## config.mk

```make
export PLATFORM = sky130hd
export DESIGN_NAME = uart_receiver_flat
export DESIGN_NICKNAME = d
export VERILOG_FILES = /design/src/rtl/uart_receiver_if.sv /design/src/rtl/uart_receiver.sv /design/src/flat_wrapper.sv
export SDC_FILE = /design/constraint.sdc
export NUM_CORES = 1
export LEC_CHECK = 0
export CAP_MARGIN = 10
export CORE_MARGIN = 8
export CORE_UTILIZATION = 50
export DETAILED_ROUTE_END_ITERATION = 12
export PLACE_DENSITY = 0.81
export SKIP_CTS_REPAIR_TIMING = 1
export SLEW_MARGIN = 10
export SYNTH_ARGS = -nofsm -noshare
export SYNTH_HDL_FRONTEND = slang
export SYNTH_SLANG_ARGS = --single-unit
```

## constraint.sdc

```tcl
create_clock -name CLK -period 2.66 [get_ports CLK]
set_input_delay 0.532 -clock CLK [delete_from_list [all_inputs] [get_ports CLK]]
set_output_delay 0.532 -clock CLK [all_outputs]
set_load 0.02 [all_outputs]
```

## src/rtl/uart_receiver_if.sv

```systemverilog
// Byte handshake between the UART receiver FIFO head and its consumer.
// The receiver owns out/valid; the consumer owns ready.
interface uart_receiver_if;
   logic [7:0] out;
   logic       valid;
   logic       ready;

   modport master (output out, output valid, input ready);
   modport slave  (input out, input valid, output ready);
endinterface

```

## src/rtl/uart_receiver.sv

```systemverilog
// 8N1 UART receiver: two-flop synchronizer, mid-bit sampling FSM, small FIFO.
// Bit timing uses the same COUNT_MAX (period minus one) convention as the transmitter.
module uart_receiver #(
   parameter int                     COUNT_WIDTH = 11,
   parameter logic [COUNT_WIDTH-1:0] COUNT_MAX   = 11'd1076,
   parameter int                     FIFO_LOG    = 2
) (
   input  logic            CLK,
   input  logic            RST_N,
   input  logic            in,
   uart_receiver_if.master bus,
   output logic            framing_error,
   output logic            overrun
);

   localparam int                     DEPTH     = 1 << FIFO_LOG;
   localparam logic [COUNT_WIDTH-1:0] HALF      = COUNT_MAX >> 1;
   localparam logic [FIFO_LOG:0]      FULL_OCC  = {1'b1, {FIFO_LOG{1'b0}}};

   typedef enum logic [2:0] {IDLE, START, DATA, STOP, FERR} state_t;

   state_t                 state, state_nxt;
   logic                   rx_m, rx_s;
   logic [COUNT_WIDTH-1:0] cnt;
   logic [2:0]             bit_idx;
   logic [7:0]             shift;
   logic                   bit_end, push, ferr_set;

   logic [DEPTH-1:0][7:0]  mem;
   logic [FIFO_LOG-1:0]    wr_ptr, rd_ptr;
   logic [FIFO_LOG:0]      occ;
   logic                   pop, full, wr;

   // in is asynchronous; only rx_s feeds any decision
   always_ff @(posedge CLK) begin
      if (!RST_N) begin
         rx_m <= 1'b1;
         rx_s <= 1'b1;
      end else begin
         rx_m <= in;
         rx_s <= rx_m;
      end
   end

   always_comb begin
      state_nxt = state;
      bit_end   = 1'b0;
      push      = 1'b0;
      ferr_set  = 1'b0;
      case (state)
         IDLE:  if (!rx_s) state_nxt = START;
         START: if (cnt == HALF) state_nxt = rx_s ? IDLE : DATA;
         DATA: begin
            if (cnt == COUNT_MAX) begin
               bit_end = 1'b1;
               if (bit_idx == 3'd7) state_nxt = STOP;
            end
         end
         STOP: begin
            if (cnt == COUNT_MAX) begin
               if (rx_s) begin
                  push      = 1'b1;
                  state_nxt = IDLE;
               end else begin
                  ferr_set  = 1'b1;
                  state_nxt = FERR;
               end
            end
         end
         FERR:  if (rx_s) state_nxt = IDLE;
         default: state_nxt = IDLE;
      endcase
   end

   // counter restarts on every state change and at each data bit boundary
   always_ff @(posedge CLK) begin
      if (!RST_N) begin
         state         <= IDLE;
         cnt           <= '0;
         bit_idx       <= '0;
         shift         <= '0;
         framing_error <= 1'b0;
      end else begin
         state         <= state_nxt;
         framing_error <= ferr_set;
         if (state_nxt != state || state == IDLE || bit_end)
            cnt <= '0;
         else
            cnt <= cnt + 1'b1;
         if (state != DATA)
            bit_idx <= '0;
         else if (bit_end)
            bit_idx <= bit_idx + 1'b1;
         if (bit_end)
            shift[bit_idx] <= rx_s;
      end
   end

   assign pop  = bus.valid && bus.ready;
   assign full = (occ == FULL_OCC);
   // a pop in the same cycle frees the slot, so a full FIFO still accepts
   assign wr   = push && (!full || pop);

   always_ff @(posedge CLK) begin
      if (!RST_N) begin
         mem     <= '0;
         wr_ptr  <= '0;
         rd_ptr  <= '0;
         occ     <= '0;
         overrun <= 1'b0;
      end else begin
         if (wr) begin
            mem[wr_ptr] <= shift;
            wr_ptr      <= wr_ptr + 1'b1;
         end
         if (pop)
            rd_ptr <= rd_ptr + 1'b1;
         if (push && !wr)
            overrun <= 1'b1;
         case ({wr, pop})
            2'b10:   occ <= occ + 1'b1;
            2'b01:   occ <= occ - 1'b1;
            default: occ <= occ;
         endcase
      end
   end

   assign bus.out   = mem[rd_ptr];
   assign bus.valid = (occ != '0);

endmodule

```

## src/flat_wrapper.sv

```systemverilog
// flat-port wrapper written by rule: the top's interface ports become plain ports
module uart_receiver_flat 
#(
   parameter int                     COUNT_WIDTH = 11,
   parameter logic [COUNT_WIDTH-1:0] COUNT_MAX   = 11'd1076,
   parameter int                     FIFO_LOG    = 2
)
  (CLK, RST_N, in, framing_error, overrun, bus_out, bus_valid, bus_ready);
  uart_receiver_if bus_i ();
  input  logic CLK;
  input  logic RST_N;
  input  logic in;
  output logic framing_error;
  output logic overrun;
  output wire logic [$bits(bus_i.out)-1:0] bus_out;
  output wire logic [$bits(bus_i.valid)-1:0] bus_valid;
  input wire logic [$bits(bus_i.ready)-1:0] bus_ready;
  assign bus_out = bus_i.out;
  assign bus_valid = bus_i.valid;
  assign bus_i.ready = bus_ready;
  uart_receiver #(.COUNT_WIDTH(COUNT_WIDTH), .COUNT_MAX(COUNT_MAX), .FIFO_LOG(FIFO_LOG)) u_core (.CLK(CLK), .RST_N(RST_N), .in(in), .bus(bus_i), .framing_error(framing_error), .overrun(overrun));
endmodule
```

==> impl_results.rst <==
.. list-table::
   :header-rows: 1

   * - Metric
     - Value
   * - Max H-tree Level
     - 3
   * - R2r setup slk
     - 0.21 ns
   * - Number of library cell types mapped by synthesis
     - 43
   * - Number of endpoints with negative hold slack in the final report
     - 0
   * - Number of nets with antenna violations after routing
     - 0
   * - Pins over their slew limit
     - 0
   * - Worst slew margin
     - 0.621
   * - Source of the worst hold timing path
     - u_core.rx_m$_SDFF_PN1_
   * - Area growth syn-to-layout
     - 14.1%
   * - Number of sinks on the clock net
     - 68
   * - Largest net degree at the start of global routing
     - 55
   * - Initial core utilization
     - 0.508
   * - Transition time at the pin with the least slew margin
     - 0.565 ns
   * - Ranking of synthesized cells by area
     - dfxtp_1, mux2i_1, nand2_1
   * - Core Area
     - 6240 sq um
   * - Syn Area/Cell
     - 10.1 sq um
   * - Cell area after synthesis
     - 3170 sq um
   * - Destination of the worst hold path
     - u_core.rx_s$_SDFF_PN1_
   * - Routed via count divided by cell count
     - 5.33
   * - Total Routing Usage GR
     - 0.141
   * - Vias
     - 2234
   * - Cells along the critical path
     - buf_4 > mux4_2 > clkdlybuf4s50_1
   * - Worst hold-check slack
     - 0.411 ns
   * - WL per Instance
     - 14.0 um
   * - Worst Clk Skew
     - 0.00951 ns
   * - Result of the run
     - finished clean
   * - Total power
     - 0.00181 W
   * - Starting DRC count in detailed routing
     - 116
   * - Placed wire-length estimate after detailed placement
     - 4020 um
   * - Worst path bufs/invs
     - 2
   * - Diodes inserted
     - 0
   * - Library cell with the highest instance count after synthesis
     - dfxtp_1
   * - WP data required
     - 2.13 ns
   * - Worst-path maximum fanout
     - 8
   * - Max Clk Rate
     - 394 MHz
   * - Critical-path cell with the highest stage delay
     - clkdlybuf4s50_1
   * - Flops & latches, synth
     - 68
   * - Hold/Removal Path Class
     - register to register
   * - Number of flops mapped to enable cells by yosys
     - 0
   * - Biggest area consumer among synthesized cells
     - dfxtp_1
   * - Share of layout cells above drive strength 1
     - 0.135
   * - Die span in y
     - 95.6 um
   * - Area share of the largest cell type after synthesis
     - 0.430
   * - Critical R2R Launch
     - u_core.cnt[0]$_SDFF_PP0_
   * - Critical setup path kind
     - register to output port
   * - Site Rows
     - 29
   * - X dimension of the die
     - 95.6 um
   * - Clock buffer count from CTS
     - 9
   * - Yosys warns
     - 0
   * - Maximum resistive drop on vdd
     - 354 uV
   * - Global-route wire length before repair
     - 10100 um
   * - Nature of the critical path endpoint
     - output port
   * - Synth Flop Type
     - dfxtp_1
   * - PD cells
     - 501 nW/um^2
   * - Count of port buffers added during placement
     - 14
   * - Number of cells on the worst hold path
     - 1
   * - Buffer type at the clock tree root
     - clkbuf_8
   * - Clock latency on the worst-skew pair
     - 0.34 ns
   * - Crit path arrival time
     - 2.01 ns
   * - Synthesized Nets
     - 330
   * - Post-CTS clock slew at the launch and capture registers of the worst setup and hold paths
     - 0.08 ns
   * - Reg-to-reg critical path endpoint
     - u_core.occ[2]$_SDFFE_PN0P_
   * - Max cap viols
     - 0
   * - Post-detailed-route DRC marker count
     - 0
   * - Number of global-route vias before repair
     - 2166
   * - TritonCTS clock tree
     - yes
   * - Min Tclk post-route
     - 2.54 ns
   * - Cell family with most CP delay
     - buffers and inverters
   * - Layout net count
     - 352
   * - Number of antenna violations at the first check in global routing
     - 0
   * - Leakage power
     - 1.43 nW
   * - CP startpoint kind
     - register
   * - Slowest stage delay, CP
     - 0.55 ns
   * - Asr flop ratio synth
     - 0
   * - First-pass iteration count of the detailed router
     - 4
   * - Sequential area share after synthesis
     - 0.430
   * - Part of the cycle the worst path needs
     - 0.955
   * - Final RePlAce weighted congestion
     - 0.871
   * - Setup repair after global routing missed its margin
     - false
   * - Area enclosed by the die boundary
     - 9140 sq um
   * - Boundary Pins
     - 15
   * - Cell depth of the worst flop-to-flop path
     - 11
   * - Top cells by count, synth
     - dfxtp_1, nand2_1, mux2i_1
   * - Maximum count of clock buffers along a single path
     - 2
   * - Number of failing setup endpoints in the final timing report
     - 0
   * - Leftover overflow at the end of global routing
     - 0
   * - Total wirelength of the detailed-routed design
     - 5870 um
   * - Cell count after synthesis
     - 315
[layout make-up]
| type | instances | area [sq um] |
|---|---|---|
| multi-input combinational | 224 | 1730 |
| inverter | 10 | 37.5 |
| fill | 527 | 2630 |
| clock inverter | 6 | 40.0 |
| sequential | 68 | 1360 |
| clock buffer | 10 | 138 |
| tap | 77 | 96.3 |
| timing repair buffer | 24 | 210 |
[metrics by stage]
step           setup TNS (ns)  cell area, sq um  std cells  setup slack (ns)  utilization
2_1_floorplan               0              3170        315            0.0948            -
3_3_place_gp          -0.0780              3410        403           -0.0780        0.547
3_5_place_dp           -0.253              3410        403            -0.247        0.547
4_1_cts                     0              3590        419            0.0916        0.576
5_1_grt                     0              3610        419            0.0110        0.579
6_report                    0              3610        419             0.121        0.579
[layer usage]
metal	vias to the layer above	wire length, um	global-route usage
li1	1141	-	-
met2	26	2800	0.225
met4	0	156	0.0691
met5	-	0	0
met1	1049	2760	0.172
met3	18	160	0.0386
[where the power goes]
part | total (W) | switching (W) | internal, W | leakage [nW]
clock network | 0.000748 | 0.000387 | 0.000361 | 0.0920
registers | 0.00102 | 0.00000330 | 0.00102 | 0.548
logic | 0.0000389 | 0.0000266 | 0.0000124 | 0.790
[cell usage in the layout (no fill, tap or decap), types with 6 or more instances in the layout]
cell,netlist,layout
buf_4,0,10
clkbuf_8,0,10
clkdlybuf4s50_1,0,13
dfxtp_1,68,68
ha_1,10,10
inv_1,10,10
mux2i_1,44,44
mux4_2,8,8
nand2_1,53,53
nand2b_1,6,6
nand3_1,9,9
nor2_1,27,27
xnor2_1,8,8
xor2_1,6,6
[logic make-up (layout without fill, tap and decap cells)]
group / count (synthesis) / in the layout / synth area share
adders and majority gates: 11 / 11 / 0.0458
DFF: 68 / 68 / 0.430
xor gates and xnor gates: 14 / 14 / 0.0387
AOI/OAI and AO/OA: 14 / 14 / 0.0304
and+or+nand+nor: 133 / 133 / 0.229
muxes: 52 / 52 / 0.196
buffers and inverters: 23 / 50 / 0.0308
[flip-flops by register name, summed over array words and instances, names as in the netlist]
register	cells
u_core.wr_ptr	2
u_core.state	3
u_core.bit_idx	3
u_core.rx_m	1
u_core.shift	8
u_core.framing_error	1
u_core.occ	3
u_core.rx_s	1
u_core.mem	32
u_core.rd_ptr	2
u_core.cnt	11
u_core.overrun	1
[worst register-to-register path: stages, from the launching register on]
cell	delay, ns
dfxtp_1	0.34
inv_1	0.08
ha_1	0.15
or3b_4	0.41
nor4b_4	0.25
nand3b_1	0.11
ha_1	0.23
inv_1	0.09
fa_1	0.18
xor2_1	0.07
or3_1	0.30
a21boi_0	0.17
[worst max-delay path by stage]
stage	start	end	slack [ns]	cells past startpoint
after floorplan	bus_ready	u_core.occ[2]$_SDFFE_PN0P_	0.09	8
after global placement	bus_ready	u_core.occ[2]$_SDFFE_PN0P_	-0.08	9
after detailed placement	bus_ready	u_core.occ[2]$_SDFFE_PN0P_	-0.25	9
after CTS	u_core.rd_ptr[0]$_SDFFE_PN0P_	bus_out[7]	0.09	3
after global routing	u_core.cnt[0]$_SDFF_PP0_	u_core.occ[2]$_SDFFE_PN0P_	0.01	11
final	u_core.rd_ptr[0]$_SDFFE_PN0P_	bus_out[7]	0.12	3
Power figures use the tool's default switching activity.
